**config.mk**
```make
export PLATFORM = sky130hd
export DESIGN_NAME = rgb_pwm_gen
export DESIGN_NICKNAME = d
export VERILOG_FILES = /design/src/rtl/rgb_pwm_gen.sv
export SDC_FILE = /design/constraint.sdc
export NUM_CORES = 1
export LEC_CHECK = 0
export CAP_MARGIN = 20
export CORE_AREA = 2 2 117 119
export DETAILED_ROUTE_END_ITERATION = 10
export DIE_AREA = 0 0 119 121
export GPL_ROUTABILITY_DRIVEN = 1
export PLACE_DENSITY = 0.55
export SLEW_MARGIN = 15
export SYNTH_ARGS = -nofsm -noshare
export SYNTH_HDL_FRONTEND = slang
export SYNTH_SLANG_ARGS = --single-unit
```
**constraint.sdc**
```tcl
create_clock -name clk -period 3.1 [get_ports clk]
set_input_delay 0.62 -clock clk [delete_from_list [all_inputs] [get_ports clk]]
set_output_delay 0.62 -clock clk [all_outputs]
set_load 0.01 [all_outputs]
```
**src/rtl/rgb_pwm_gen.sv**
```systemverilog
// Three-channel RGB LED PWM generator with prescaler, frame-synchronous duty shadowing
// and an optional on/off blink sequencer counted in whole PWM frames.
module rgb_pwm_gen (
  input  logic       clk,
  input  logic       rst,
  input  logic       led_en,
  input  logic       wr_en,
  input  logic [2:0] wr_addr,
  input  logic [7:0] wr_data,
  output logic [2:0] rgb_pwm,
  output logic       rgbled_en,
  output logic       frame_sync
);

  typedef enum logic [1:0] {
    StOff    = 2'd0,
    StRunOn  = 2'd1,
    StRunOff = 2'd2
  } state_e;

  localparam logic [2:0] AddrDuty0 = 3'd0;
  localparam logic [2:0] AddrDuty1 = 3'd1;
  localparam logic [2:0] AddrDuty2 = 3'd2;
  localparam logic [2:0] AddrPre   = 3'd3;
  localparam logic [2:0] AddrOnT   = 3'd4;
  localparam logic [2:0] AddrOffT  = 3'd5;

  state_e r_state;
  state_e w_state_d;

  logic [2:0][7:0] r_duty;
  logic [2:0][7:0] r_shadow;
  logic [7:0]      r_pre;
  logic [7:0]      r_on_t;
  logic [7:0]      r_off_t;

  logic [7:0] r_pre_cnt;
  logic [7:0] r_pwm_cnt;
  logic [7:0] r_frame_cnt;

  logic [2:0] r_rgb_pwm;
  logic       r_rgbled_en;

  logic       w_run;
  logic       w_start;
  logic       w_tick;
  logic       w_frame_end;
  logic       w_blink;
  logic       w_on_done;
  logic       w_off_done;
  logic [8:0] w_frames_done;
  logic [2:0] w_pwm_d;
  logic       w_rgbled_d;

  assign w_run       = (r_state != StOff);
  assign w_start     = (r_state == StOff) && led_en;
  // >= keeps the prescaler from a full wrap if pre is lowered below the running count
  assign w_tick      = w_run && (r_pre_cnt >= r_pre);
  assign w_frame_end = w_tick && (r_pwm_cnt == 8'hFF);
  assign w_blink     = (r_on_t != 8'd0) && (r_off_t != 8'd0);

  // Frames completed including the one ending now; >= tolerates on_t/off_t lowered mid-phase.
  assign w_frames_done = {1'b0, r_frame_cnt} + 9'd1;
  assign w_on_done     = (w_frames_done >= {1'b0, r_on_t});
  assign w_off_done    = (w_frames_done >= {1'b0, r_off_t});

  // ---------------------------------------------------------------------------
  // Register file
  // ---------------------------------------------------------------------------
  always_ff @(posedge clk) begin
    if (rst) begin
      r_duty  <= '0;
      r_pre   <= 8'd0;
      r_on_t  <= 8'd0;
      r_off_t <= 8'd0;
    end else if (wr_en) begin
      case (wr_addr)
        AddrDuty0: r_duty[0] <= wr_data;
        AddrDuty1: r_duty[1] <= wr_data;
        AddrDuty2: r_duty[2] <= wr_data;
        AddrPre:   r_pre     <= wr_data;
        AddrOnT:   r_on_t    <= wr_data;
        AddrOffT:  r_off_t   <= wr_data;
        default: ;
      endcase
    end
  end

  // Shadow copy reads r_duty before any same-edge write lands.
  always_ff @(posedge clk) begin
    if (rst) begin
      r_shadow <= '0;
    end else if (w_start || w_frame_end) begin
      r_shadow <= r_duty;
    end
  end

  // ---------------------------------------------------------------------------
  // FSM: state register
  // ---------------------------------------------------------------------------
  always_ff @(posedge clk) begin
    if (rst) begin
      r_state <= StOff;
    end else begin
      r_state <= w_state_d;
    end
  end

  // FSM: next state; led_en=0 outranks any frame-end transition
  always_comb begin
    w_state_d = r_state;
    unique case (r_state)
      StOff: begin
        if (led_en) w_state_d = StRunOn;
      end
      StRunOn: begin
        if (!led_en) begin
          w_state_d = StOff;
        end else if (w_frame_end && w_blink && w_on_done) begin
          w_state_d = StRunOff;
        end
      end
      StRunOff: begin
        if (!led_en) begin
          w_state_d = StOff;
        end else if (w_frame_end && (!w_blink || w_off_done)) begin
          w_state_d = StRunOn;
        end
      end
      default: w_state_d = StOff;
    endcase
  end

  // FSM: output decode (registered below)
  always_comb begin
    w_pwm_d    = 3'b000;
    w_rgbled_d = w_run;
    for (int i = 0; i < 3; i++) begin
      if ((r_state == StRunOn) && (r_pwm_cnt < r_shadow[i])) begin
        w_pwm_d[i] = 1'b1;
      end
    end
  end

  // ---------------------------------------------------------------------------
  // Prescaler, PWM and frame counters; held at zero whenever OFF is current or next
  // ---------------------------------------------------------------------------
  always_ff @(posedge clk) begin
    if (rst) begin
      r_pre_cnt   <= 8'd0;
      r_pwm_cnt   <= 8'd0;
      r_frame_cnt <= 8'd0;
    end else if ((r_state == StOff) || (w_state_d == StOff)) begin
      r_pre_cnt   <= 8'd0;
      r_pwm_cnt   <= 8'd0;
      r_frame_cnt <= 8'd0;
    end else begin
      if (w_tick) begin
        r_pre_cnt <= 8'd0;
        r_pwm_cnt <= r_pwm_cnt + 8'd1;
      end else begin
        r_pre_cnt <= r_pre_cnt + 8'd1;
      end
      if (w_frame_end) begin
        r_frame_cnt <= (w_state_d != r_state) ? 8'd0 : r_frame_cnt + 8'd1;
      end
    end
  end

  // ---------------------------------------------------------------------------
  // Output registers
  // ---------------------------------------------------------------------------
  always_ff @(posedge clk) begin
    if (rst) begin
      r_rgb_pwm   <= 3'b000;
      r_rgbled_en <= 1'b0;
    end else begin
      r_rgb_pwm   <= w_pwm_d;
      r_rgbled_en <= w_rgbled_d;
    end
  end

  assign rgb_pwm    = r_rgb_pwm;
  assign rgbled_en  = r_rgbled_en;
  assign frame_sync = w_frame_end;

endmodule
```
==> metrics.yaml <==
status: "completed"
maxSlewHeadroom_pct: 49.2
critical_path.top_delay_family: "compound AO/OA/AOI/OAI gates"
fmax_ghz: 0.332
crit_top_cell: "inv_1"
hold_viol: 0
vdd_drop_max_v: 0.000225
detail-route-antenna-nets: 0
cts-root-buf: "clkbuf_16"
design.die.area_mm2: 0.0144
final_common_cell: "dfxtp_1"
ioPinCount: 20
via_count: 3949
syn_area_mm2: 0.00515
syn_inst: 589
clkTransAtPathRegs_ns: 0.07
ys_ff_latch: 102
cts_inserted_buffers: 9
cp_num_buf_inv: 3
end_kind: "output port"
leakage_nw: 2.28
h-tree-depth: 3
die_h_um: 121
slew_viol_final: 0
syn2layout_area_growth_pct: 14.9
n_antenna_cell: 0
wl_per_cell_um: 14.1
wl_met1_um: 5610
drc_errors: 0
critPathRequiredTime_ns: 2.48
synth_cell_type_count: 47
nets: 675
period_share_pct: 97.1
startpoint_type: "register"
antenna_found_initial: 0
track_usage_pct: 16.6
preCtsSetupSlack_ns: 0.113
hold_class: "register to register"
path_max_fanout: 5
drv_cap: 0
firstDrtPassIters: 4
crit_chain: "inv_1, ha_1, nand2b_4, a2111oi_4, o31ai_4, nand2_2, inv_1, clkdlybuf4s50_1"
yosys_warnings: 0
cp_slowest_cell: "clkdlybuf4s50_1"
cts_sinks: 102
core_mm2: 0.0131
via_per_inst: 4.99
grt_pass1_vias: 3771
clock_latency_ns: 0.35
layout_common_cells: "dfxtp_1 (101), nand2_1 (83), nor2_1 (63)"
arrival_ns: 2.39
synth_ff_type: "dfxtp_1"
drt_iter0_markers: 182
gp_congestion: 0.817
wl_um: 11200
slowest_delay_ns: 0.46
fp-row-count: 42
globalRouteOverflowTotal: 0
path_class: "register to output port"
dr_wl_met2_um: 5030
postCtsHoldBufs: 0
initial_utilization_pct: 39.4
power_density_mw_per_mm2: 445
worst_slew_pin_slew_ns: 0.762
period_minus_slack_ns: 3.01
wl_met3_um: 349
portBuffers: 19
synth_nets: 652
routed.top_layer: "met4"
synth-edff-count: 0
cts_tree: "built"
die_x_um: 119
setup_violations: 0
postSynthAreaPerCell_um2: 8.75
fillCellCount: 1253
drive_above_1_share_pct: 7.63
yosysSeqAreaShare_pct: 39.6
grt_max_degree: 74
utilization_pct: 45.3
whs_ns: 0.458
skew_ns: 0.00853
grt_pass1_wl_um: 18800
fin_ws_ns: 0.0885
hpwl_um: 8120
synthArstFlopShare_pct: 0
clock_path_buffers: 2
[repair_timing]
action | in CTS | in global routing
resized for setup | 0 | 11
setup buffers | 0 | 1
endpoints found under the setup margin | 1 | 8
pin swaps | 1 | 2
[power breakdown]
part | leakage, nW | internal [mW] | switching, mW
Clock | 0.133 | 0.624 | 0.485
Combinational | 1.33 | 0.0744 | 0.115
Sequential | 0.824 | 1.33 | 0.0109
[routing by layer]
layer	up-vias	track usage, %
met2	58	26.2
met5	-	0
li1	2046	-
met1	1832	22.4
met3	13	2.87
met4	0	7.14
[Yosys cell counts, types with 3 or more instances]
cell type / n / area share [%]
a21o_1: 11 / 1.6
nand2b_1: 6 / 0.73
a31oi_1: 5 / 0.61
ha_1: 48 / 12
nor2_2: 3 / 0.36
clkbuf_1: 15 / 1.1
dfxtp_1: 102 / 40
nor3_1: 4 / 0.39
a211o_1: 3 / 0.51
nand4_1: 3 / 0.36
xor2_1: 17 / 2.9
mux2i_1: 41 / 8.0
xnor2_1: 9 / 1.5
and2_1: 3 / 0.36
nand3_1: 22 / 2.1
inv_1: 48 / 3.5
and3_1: 7 / 0.85
or3_1: 4 / 0.49
nand2_1: 84 / 6.1
nor2_1: 64 / 4.7
a21oi_1: 38 / 3.7
o21bai_1: 3 / 0.44
o21ai_0: 6 / 0.58
a211oi_1: 9 / 1.3
nor4_1: 6 / 0.73
[per-stage QoR]
stage          instance area [um^2]  std cells  total power, mW  setup TNS [ns]
4_1_cts                        5840        791             2.67               0
2_1_floorplan                  5150        589             1.49               0
5_1_grt                        5920        792             2.74        -0.00247
3_3_place_gp                   5560        776             1.55               0
6_report                       5920        792             2.64               0
3_5_place_dp                   5560        776             1.56               0
[flip-flops by register name, indices dropped and copies added (netlist names)]
signal / count
r_on_t: 8
rgbled_en: 1
r_pre: 8
rgb_pwm: 3
r_off_t: 8
r_frame_cnt: 8
r_state: 2
r_duty: 24
r_shadow: 24
r_pwm_cnt: 8
r_pre_cnt: 8
[final cells by class]
type	instances	area [um^2]	share of cell area (%)
tap	176	220	3.72
clock buffer	12	236	3.99
clock inverter	3	46.3	0.782
inverter	48	180	3.04
sequential	102	2040	34.5
timing repair buffer	32	295	4.99
multi-input combinational	419	2900	49.0
[cell families (layout without fill, tap and decap cells)]
| logic type | count (synthesis) | count (layout) | share of synthesized area (%) |
|---|---|---|---|
| simple gates | 214 | 214 | 18.6 |
| flops | 102 | 102 | 39.6 |
| compound gates | 90 | 90 | 12.3 |
| buf+inv | 68 | 95 | 5.41 |
| fa+ha+maj | 48 | 48 | 11.7 |
| mux | 41 | 41 | 7.96 |
| xor+xnor | 26 | 26 | 4.42 |
[tightest hold or removal path, stage by stage (launching register included)]
cell,delay (ns)
dfxtp_1,0.31
nand2_1,0.05
a21oi_1,0.05
[final timing paths]
path         cells after the start             end  slack, ns            from
min                              2        r_pre[2]       0.46        r_pre[2]
max reg2reg                     11  r_frame_cnt[1]       0.21  r_frame_cnt[2]
min reg2reg                      2        r_pre[2]       0.46        r_pre[2]
max                              8      frame_sync       0.09    r_pre_cnt[0]
(Power assumes the default switching activity.)
